===== src/rtl/div_pkg.sv =====
// Shared definitions for the iterative RV32M divider: op encodings, FSM states and constants.
package div_pkg;

  localparam logic [1:0] DIV_OP_DIV  = 2'b00;
  localparam logic [1:0] DIV_OP_DIVU = 2'b01;
  localparam logic [1:0] DIV_OP_REM  = 2'b10;
  localparam logic [1:0] DIV_OP_REMU = 2'b11;

  localparam int unsigned DIV_STEPS = 32;
  localparam logic [31:0] INT_MIN   = 32'h8000_0000;

  typedef enum logic [1:0] {
    StIdle,
    StCalc,
    StDone
  } div_state_e;

  // Two's complement negation; |INT_MIN| wraps back to INT_MIN, read as unsigned.
  function automatic logic [31:0] neg32(input logic [31:0] x);
    return 32'd0 - x;
  endfunction

endpackage


===== src/rtl/sub_32.sv =====
// 32-bit ripple subtractor shared with the ALU; cout_o = 1 means no borrow (a_i >= b_i).
module sub_32 (
  input  logic [31:0] a_i,
  input  logic [31:0] b_i,
  output logic [31:0] diff_o,
  output logic        cout_o
);

  assign {cout_o, diff_o} = {1'b0, a_i} + {1'b0, ~b_i} + 33'd1;

endmodule


===== src/rtl/div_unit.sv =====
// Iterative restoring divider for DIV/DIVU/REM/REMU, one quotient bit per cycle.
module div_unit
  import div_pkg::*;
(
  input  logic        i_clk,
  input  logic        i_rst_n,
  input  logic        i_start,
  input  logic [1:0]  i_op,
  input  logic [31:0] i_a,
  input  logic [31:0] i_b,
  input  logic        i_flush,
  output logic        o_busy,
  output logic        o_valid,
  output logic [31:0] o_result
);

  localparam logic [4:0] LastCnt = 5'(DIV_STEPS - 1);

  div_state_e  state_q, state_d;
  logic [1:0]  op_q, op_d;
  logic        neg_quo_q, neg_quo_d;
  logic        neg_rem_q, neg_rem_d;
  logic [31:0] dvd_q, dvd_d;
  logic [31:0] dvs_q, dvs_d;
  logic [31:0] rem_q, rem_d;
  logic [31:0] quo_q, quo_d;
  logic [4:0]  cnt_q, cnt_d;
  logic        busy_q, busy_d;
  logic        valid_q, valid_d;
  logic [31:0] result_q, result_d;

  logic        start_signed;
  logic        start_special;
  logic [31:0] special_result;
  logic [31:0] trial_a;
  logic [31:0] trial_diff;
  logic        trial_cout;
  logic        qbit;
  logic [31:0] step_rem;
  logic [31:0] step_quo;
  logic [31:0] final_quo;
  logic [31:0] final_rem;

  assign start_signed  = ~i_op[0];
  assign start_special = (i_b == 32'd0) ||
                         (start_signed && (i_a == INT_MIN) && (i_b == 32'hFFFF_FFFF));

  always_comb begin
    special_result = 32'd0;
    if (i_b == 32'd0) begin
      special_result = i_op[1] ? i_a : 32'hFFFF_FFFF;
    end else begin
      special_result = i_op[1] ? 32'd0 : INT_MIN;
    end
  end

  assign trial_a = {rem_q[30:0], dvd_q[31]};

  sub_32 u_sub (
    .a_i    (trial_a),
    .b_i    (dvs_q),
    .diff_o (trial_diff),
    .cout_o (trial_cout)
  );

  // A set rem[31] means the shifted partial remainder exceeds 2^32, so the trial always succeeds.
  assign qbit      = rem_q[31] | trial_cout;
  assign step_rem  = qbit ? trial_diff : trial_a;
  assign step_quo  = {quo_q[30:0], qbit};
  assign final_quo = neg_quo_q ? neg32(step_quo) : step_quo;
  assign final_rem = neg_rem_q ? neg32(step_rem) : step_rem;

  always_ff @(posedge i_clk or negedge i_rst_n) begin
    if (!i_rst_n) begin
      state_q   <= StIdle;
      op_q      <= 2'b00;
      neg_quo_q <= 1'b0;
      neg_rem_q <= 1'b0;
      dvd_q     <= 32'd0;
      dvs_q     <= 32'd0;
      rem_q     <= 32'd0;
      quo_q     <= 32'd0;
      cnt_q     <= 5'd0;
      busy_q    <= 1'b0;
      valid_q   <= 1'b0;
      result_q  <= 32'd0;
    end else begin
      state_q   <= state_d;
      op_q      <= op_d;
      neg_quo_q <= neg_quo_d;
      neg_rem_q <= neg_rem_d;
      dvd_q     <= dvd_d;
      dvs_q     <= dvs_d;
      rem_q     <= rem_d;
      quo_q     <= quo_d;
      cnt_q     <= cnt_d;
      busy_q    <= busy_d;
      valid_q   <= valid_d;
      result_q  <= result_d;
    end
  end

  always_comb begin
    state_d = state_q;
    unique case (state_q)
      StIdle: if (i_start) state_d = start_special ? StDone : StCalc;
      StCalc: if (cnt_q == LastCnt) state_d = StDone;
      StDone: state_d = StIdle;
      default: state_d = StIdle;
    endcase
    if (i_flush) state_d = StIdle;
  end

  always_comb begin
    op_d      = op_q;
    neg_quo_d = neg_quo_q;
    neg_rem_d = neg_rem_q;
    dvd_d     = dvd_q;
    dvs_d     = dvs_q;
    rem_d     = rem_q;
    quo_d     = quo_q;
    cnt_d     = cnt_q;
    result_d  = result_q;
    if (state_q == StIdle && state_d != StIdle) begin
      op_d      = i_op;
      neg_quo_d = start_signed && (i_a[31] ^ i_b[31]);
      neg_rem_d = start_signed && i_a[31];
      dvd_d     = (start_signed && i_a[31]) ? neg32(i_a) : i_a;
      dvs_d     = (start_signed && i_b[31]) ? neg32(i_b) : i_b;
      rem_d     = 32'd0;
      quo_d     = 32'd0;
      cnt_d     = 5'd0;
      if (state_d == StDone) result_d = special_result;
    end else if (state_q == StCalc) begin
      rem_d = step_rem;
      quo_d = step_quo;
      dvd_d = {dvd_q[30:0], 1'b0};
      cnt_d = cnt_q + 5'd1;
      if (state_d == StDone) result_d = op_q[1] ? final_rem : final_quo;
    end
  end

  always_comb begin
    busy_d  = (state_d != StIdle);
    valid_d = (state_d == StDone);
  end

  assign o_busy   = busy_q;
  assign o_valid  = valid_q;
  assign o_result = result_q;

endmodule


===== config.mk =====
export PLATFORM = sky130hd
export DESIGN_NAME = div_unit
export DESIGN_NICKNAME = d
export VERILOG_FILES = /design/src/rtl/div_pkg.sv /design/src/rtl/sub_32.sv /design/src/rtl/div_unit.sv
export SDC_FILE = /design/constraint.sdc
export NUM_CORES = 1
export LEC_CHECK = 0
export BUFFER_PORTS_ARGS = -buffer_cell sky130_fd_sc_hd__buf_2
export CORE_ASPECT_RATIO = 1.2
export CORE_MARGIN = 1
export CORE_UTILIZATION = 60
export DETAILED_ROUTE_END_ITERATION = 8
export GPL_TIMING_DRIVEN = 0
export HOLD_SLACK_MARGIN = 0.02
export PLACE_DENSITY = 0.87
export RECOVER_POWER = 50
export SETUP_SLACK_MARGIN = 0.4
export SYNTH_ARGS = -nofsm -noshare
export SYNTH_HDL_FRONTEND = slang
export SYNTH_SLANG_ARGS = --single-unit

===== constraint.sdc =====
create_clock -name i_clk -period 6.3 [get_ports i_clk]
set_input_delay 1.575 -clock i_clk [delete_from_list [all_inputs] [get_ports i_clk]]
set_output_delay 1.575 -clock i_clk [all_outputs]
set_load 0.02 [all_outputs]

Yosys cells after proc, flatten, opt, wreduce, memory -nomap -nowiden
Cells that the tools add are included.
{"block": "totals", "regBits": 172, "in_bits": 70, "out_inout_bits": 34}
{"block": "classes", "n_addsub": 7, "n_eq_ne": 7, "muxes": 26, "bitwise_logic": 4, "reduce_logical": 12}
{"cell": "$mux W32", "count": 17}
{"cell": "$sub A1 B32 Y32 const A", "count": 4}
{"cell": "$eq A32 B32 Y1 const B", "count": 2}
{"cell": "$mux W31", "count": 2}
{"cell": "$add A32 B32 Y33", "count": 1}
{"cell": "$add A33 B1 Y33 const B", "count": 1}
{"cell": "$logic_not A32 Y1", "count": 1}
{"cell": "$not A32 Y32", "count": 1}
{"cell": "$mux W5", "count": 2}
{"cell": "$mux W2", "count": 4}
{"cell": "$logic_and A1 B1 Y1", "count": 6}
{"cell": "$add A5 B1 Y5 const B", "count": 1}
{"cell": "$eq A5 B5 Y1 const B", "count": 1}
{"cell": "$ne A2 B2 Y1 const B", "count": 2}
{"cell": "$pmux W2 S2", "count": 1}
{"cell": "$reduce_bool A2 Y1", "count": 2}
{"cell": "$reduce_and A3 Y1", "count": 1}
{"cell": "$eq A2 B1 Y1 const B", "count": 1}
{"cell": "$eq A2 B2 Y1 const B", "count": 1}
{"cell": "$logic_not A2 Y1", "count": 1}
{"cell": "$logic_or A1 B1 Y1", "count": 1}
{"cell": "$not A1 Y1", "count": 1}
{"cell": "$or A1 B1 Y1", "count": 1}
{"cell": "$xor A1 B1 Y1", "count": 1}

Depth between registers and ports, before layout
{"block": "logic_depth", "word_depth": 12, "ltp_mapped": 24, "depth_no_buf": 20}

Modules after synthesis
A second synthesis with hierarchy kept.
{"block": "unflattened", "cells_unflattened": 1633, "hier_area_um2": 12808.5}
{"module": "div_unit", "n_inst": 1, "cells_per_inst": 1365, "area_each_um2": 10980.5, "seq_area_each_um2": 4279.1}
{"module": "sub_32", "n_inst": 1, "cells_per_inst": 268, "area_each_um2": 1828.0, "seq_area_each_um2": 0.0}

Worst setup path before layout
Ideal clock, no wire load.
{"block": "synth_path", "kind": "flip-flop to flip-flop", "start": "register dvd_q[31]", "end": "register result_q[26], in the netlist o_result[26]", "setup_ps": 104, "arrival_time_ps": 4847, "slack_ps": 1349, "path_stages_with_launch": 25, "n_path_buf": 4, "period_less_slack_ps": 4951, "path_cell_list": "dfrtp_1 -> inv_1 -> ha_1 -> fa_1 -> nand2b_1 -> a21oi_2 -> o211a_4 -> o21ai_4 -> nand2_4 -> buf_4 -> buf_2 -> buf_2 -> buf_2 -> nand2_1 -> o21ai_0 -> ha_1 -> nand3b_1 -> or3_1 -> nor3_1 -> a41oi_1 -> nand3b_1 -> nor4_2 -> nand2_1 -> mux2_4 -> o311ai_1"}
{"block": "synth_between", "elab_chain_cells": 10, "elab_cells_between_ends": 12, "cone_classes": "add/sub: 4; mux: 7; bitwise: 1"}
{"item": "start: declaration", "line_no": "div_unit.sv:23", "text": "logic [31:0] dvd_q, dvd_d;"}
{"item": "start signal: assignment", "line_no": "div_unit.sv:92", "text": "dvd_q <= dvd_d;"}
{"item": "$add A32 B32 Y33", "line_no": "sub_32.sv:9", "text": "assign {cout_o, diff_o} = {1'b0, a_i} + {1'b0, ~b_i} + 33'd1;"}
{"item": "$add A33 B1 Y33", "line_no": "sub_32.sv:9"}
{"item": "$or A1 B1 Y1", "line_no": "div_unit.sv:67", "text": "assign qbit = rem_q[31] | trial_cout;"}
{"item": "$mux W32", "line_no": "div_unit.sv:68", "text": "assign step_rem = qbit ? trial_diff : trial_a;"}
{"item": "$sub A1 B32 Y32", "line_no": "div_pkg.sv:20", "text": "return 32'd0 - x;"}
{"item": "$mux W32", "line_no": "div_unit.sv:71", "text": "assign final_rem = neg_rem_q ? neg32(step_rem) : step_rem;"}
{"item": "$mux W32 * (2 in a row)", "line_no": "div_unit.sv:139", "text": "if (state_d == StDone) result_d = op_q[1] ? final_rem : final_quo;"}
{"item": "$mux W32 *", "line_no": "div_unit.sv:134", "text": "end else if (state_q == StCalc) begin"}
{"item": "$mux W32 *", "line_no": "div_unit.sv:124", "text": "if (state_q == StIdle && state_d != StIdle) begin"}
{"item": "end signal: assignment", "line_no": "div_unit.sv:99", "text": "result_q <= result_d;"}
{"item": "end: declaration", "line_no": "div_unit.sv:30", "text": "logic [31:0] result_q, result_d;"}
Every way passes the cells marked *; elsewhere a longest branch is shown, timed or not. The select of a mux whose other input is x is not followed.
A chain may end at the register's enable or synchronous reset.

Worst setup path in the final report
Same ends and word-level chain as after synthesis.

==> summary.txt <==
Timing
  – Fin Clk Skew: 0.008509 ns
  – Slack of the critical path: 0.6395 ns
  – Slew Limit Fails: 174
  – Tcrit/Tclk final: 0.8985
  – RSZ-0062 raised after global routing: false
  – Final hold viol count: 0
  – Final min period: 5.661 ns
  – Worst rel slew slack: -0.8445
  – Peak Freq: 176.7 MHz
  – Setup_tns: 0 ns
  – Worst hold slack: 0.4773 ns
  – Final setup violation count: 0
  – Worst-Margin Slew: 2.767 ns

Synthesis
  – Asr flop ratio synth: 1.000
  – Post-synthesis mux area share: 0.02428
  – Largest family of logic cells by synthesized area: simple AND/OR/NAND/NOR gates
  – Synth Warn #: 0
  – Syn_nets: 1,741
  – Cell Area, Synth: 12,880 sq um
  – Sequential share of the synthesized area: 0.3322
  – Number of distinct library cells after synthesis: 96
  – Mapped Cells: 1,631
  – EDFF count, synth: 0
  – Simple-Gate Fraction of Synth Area: 0.2365
  – Area leader, netlist: dfrtp_1
  – XOR/XNOR Fraction of Synth Area: 0.09110
  – Synth Register Bits: 171
  – Share of the synthesized area in the top cell type: 0.3322
  – Complex-gate fraction of the synthesized area: 0.2297
  – Post-Synth Adder-Cell Area: 0.03943
  – Synth top area cells: dfrtp_1 (33%), nand2_1 (8.3%), o21ai_0 (6.3%)
  – Syn Area/Cell: 7.898 sq um
  – Top_reg_cell synth: dfrtp_1

Finish
  – Most common cell after layout, fill and taps aside: nand2_1
  – Most frequent cells in the layout: nand2_1 (284), dfrtp_1 (171), o21ai_0 (162)
  – Finished Cell Area: 14,410 sq um
  – Area delta synth->final: 11.84%
  – # nets final: 1,867
  – FILL cells: 1,818
  – Share of layout cells above drive strength 1: 0.1097

Worst setup path
  – Crit end category: flip-flop
  – CP startpoint kind: flip-flop
  – Crit-path slowest cell: dfrtp_1
  – Critical path class: flip-flop to flip-flop
  – R2R setup slack: 0.64 ns
  – Worst EP required: 6.64 ns
  – CP most frequent cell: buf_6
  – Worst-path fanout max: 10
  – CP top delay family: simple AND/OR/NAND/NOR gates
  – Crit path largest cell delay: 0.43 ns
  – WP buf/inv: 5
  – CP Data Arrival Time: 6.00 ns
  – Critical path cell sequence: inv_1 -> ha_2 -> fa_1 -> nand2b_4 -> a21oi_4 -> o211a_4 -> o21ai_4 -> nand2_4 -> buf_8 -> buf_6 -> buf_6 -> buf_6 -> nand2_1 -> o21ai_0 -> ha_2 -> nand3b_1 -> or3_1 -> nor3_1 -> a41oi_1 -> nand3b_1 -> nor4_4 -> nand2_1 -> mux2_4 -> o311ai_1

Floorplanning
  – Rows: 58
  – Die Wd: 135.8 microns
  – Core Box Area: 20,970 sq um
  – Die H: 162.5 microns
  – Die footprint: 22,060 sq um
  – Initial Util: 0.6142
  – I/O Pins: 104

Placement
  – Post-DP HPWL: 35,930 microns
  – Placement Cell Area: 13,770 sq um
  – Gpl congestion: 1.031
  – Port buffer count: 102
  – Dpl ws: 0.2178 ns

CTS
  – Reg clk slew, reported paths: 0.07 ns
  – Cts bufs inserted: 17
  – Clock sink count: 171
  – H-tree depth: 4
  – Clock buffer depth: 2
  – Root buffer cell: clkbuf_16
  – Skew-Pair Late Insertion Delay: 0.45 ns
  – Hold buffer count at CTS: 0
  – CTS tree: built

Detailed routing
  – Total routed wirelength: 47,100 microns
  – Vias per cell: 6.588
  – Starting DRC count in detailed routing: 1,512
  – Routed Antenna Nets: 0
  – DRC: 0
  – Drt wl/cell: 23.09 microns
  – Via count: 13,440
  – Drt pass-1 iters: 8

Power
  – Leak pwr: 6.419 nW
  – Pwr Total: 6.692 mW
  – Worst vdd ir: 0.3004 mV
  – Pwr dens: 464.5 nW/um^2

Run status
  – Violated checks: max-capacitance violations, max-slew violations
  – Status: finished with violations

Global routing
  – Total track usage: 0.4391
  – Global route total overflow: 0
  – Vias in the first global route: 13,150
  – Initial antenna violation count: 0
  – Largest net degree at the start of global routing: 125
  – First-pass GRT wire length: 72,300 microns

Min path
  – Worst hold path class: flip-flop to flip-flop

Flow run
  – Max_cap viols: 2
layer usage:
metal  wire length, microns  part of all wire  global-route usage  vias up
met1                  16800              0.36              0.4958     6365
met3                   3731             0.079             0.08621      239
met5                      0                 0                   0        -
met2                  22030              0.47              0.7055      753
li1                       -                 -                   -     6082
met4                   4537             0.096              0.3846        0
worst min-delay path: cells and delay by family (launching register included):
family	cells	cell delay (ns)
DFF	1	0.35
and+or+nand+nor	2	0.10
power breakdown:
part	switching (mW)	internal, mW	total, mW	leakage [nW]
Sequential	0.220	1.30	1.52	2.19
Clock	0.531	0.570	1.10	0.296
Combinational	2.66	1.41	4.07	3.94
repair_timing:
action,4_1_cts,5_1_grt
endpoints found under the setup margin,7,7
cloned,0,0
setup buffers,0,4
pin swaps,0,2
resized for setup,4,10
Yosys cell counts (all sizes together), types with 11 or more instances:
master	count
dfrtp	171
nand4	19
o31ai	27
a21o	12
nor4	13
mux2i	26
or3	15
a211oi	19
nor2	132
inv	55
a21oi	77
or4	11
xnor2	62
a31oi	35
o211ai	12
o221ai	15
nand2	286
clkbuf	69
nor3	37
o41ai	13
o21ai	167
and3	13
buf	23
o21a	11
nand3	81
and2	11
ha	39
xor2	72
nand2b	12
flip-flops by register name, indices dropped and copies added, names as in the netlist, 2 cells and up:
| name | cells |
|---|---|
| dvs_q | 32 |
| quo_q | 31 |
| rem_q | 32 |
| dvd_q | 32 |
| cnt_q | 5 |
| state_q | 2 |
| o_result | 32 |
logic make-up (layout without fill, tap and decap cells):
group | count (synthesis) | in the layout
and+or+nand+nor | 660 | 660
adders and majority gates | 40 | 40
DFF | 171 | 171
xor gates and xnor gates | 134 | 134
other | 0 | 1
AOI/OAI and AO/OA | 447 | 447
buffers and inverters | 149 | 287
muxes | 30 | 30
per-stage QoR:
| step | util | cells |
|---|---|---|
| after floorplan | - | 1631 |
| after global placement | 0.6547 | 2003 |
| after detailed placement | 0.6567 | 2004 |
| after CTS | 0.6863 | 2035 |
| after global routing | 0.6869 | 2039 |
| final | 0.6870 | 2040 |
final cells by class:
| class | instances | area (sq um) | area share |
|---|---|---|---|
| Buffer | 92 | 412.9 | 0.02866 |
| Tap cell | 270 | 337.8 | 0.02345 |
| Clock inverter | 14 | 173.9 | 0.01207 |
| Clock buffer | 17 | 425.4 | 0.02953 |
| Timing Repair Buffer | 107 | 525.5 | 0.03647 |
| Antenna cell | 1 | 2.502 | 0.0001737 |
| Sequential cell | 171 | 4279 | 0.2970 |
| Inverter | 57 | 216.5 | 0.01502 |
| Multi-Input combinational cell | 1311 | 8034 | 0.5576 |
final timing paths:
kind,endpoint,cells past startpoint,start
min in group asynchronous,o_valid,1,i_rst_n
worst min register to register,o_result[6],2,o_result[6]
worst max-delay path,o_result[26],24,dvd_q[31]
worst max register to register,o_result[26],24,dvd_q[31]
max in group asynchronous,quo_q[15],2,i_rst_n
worst min-delay path,o_result[6],2,o_result[6]
Power figures use the tool's default switching activity.
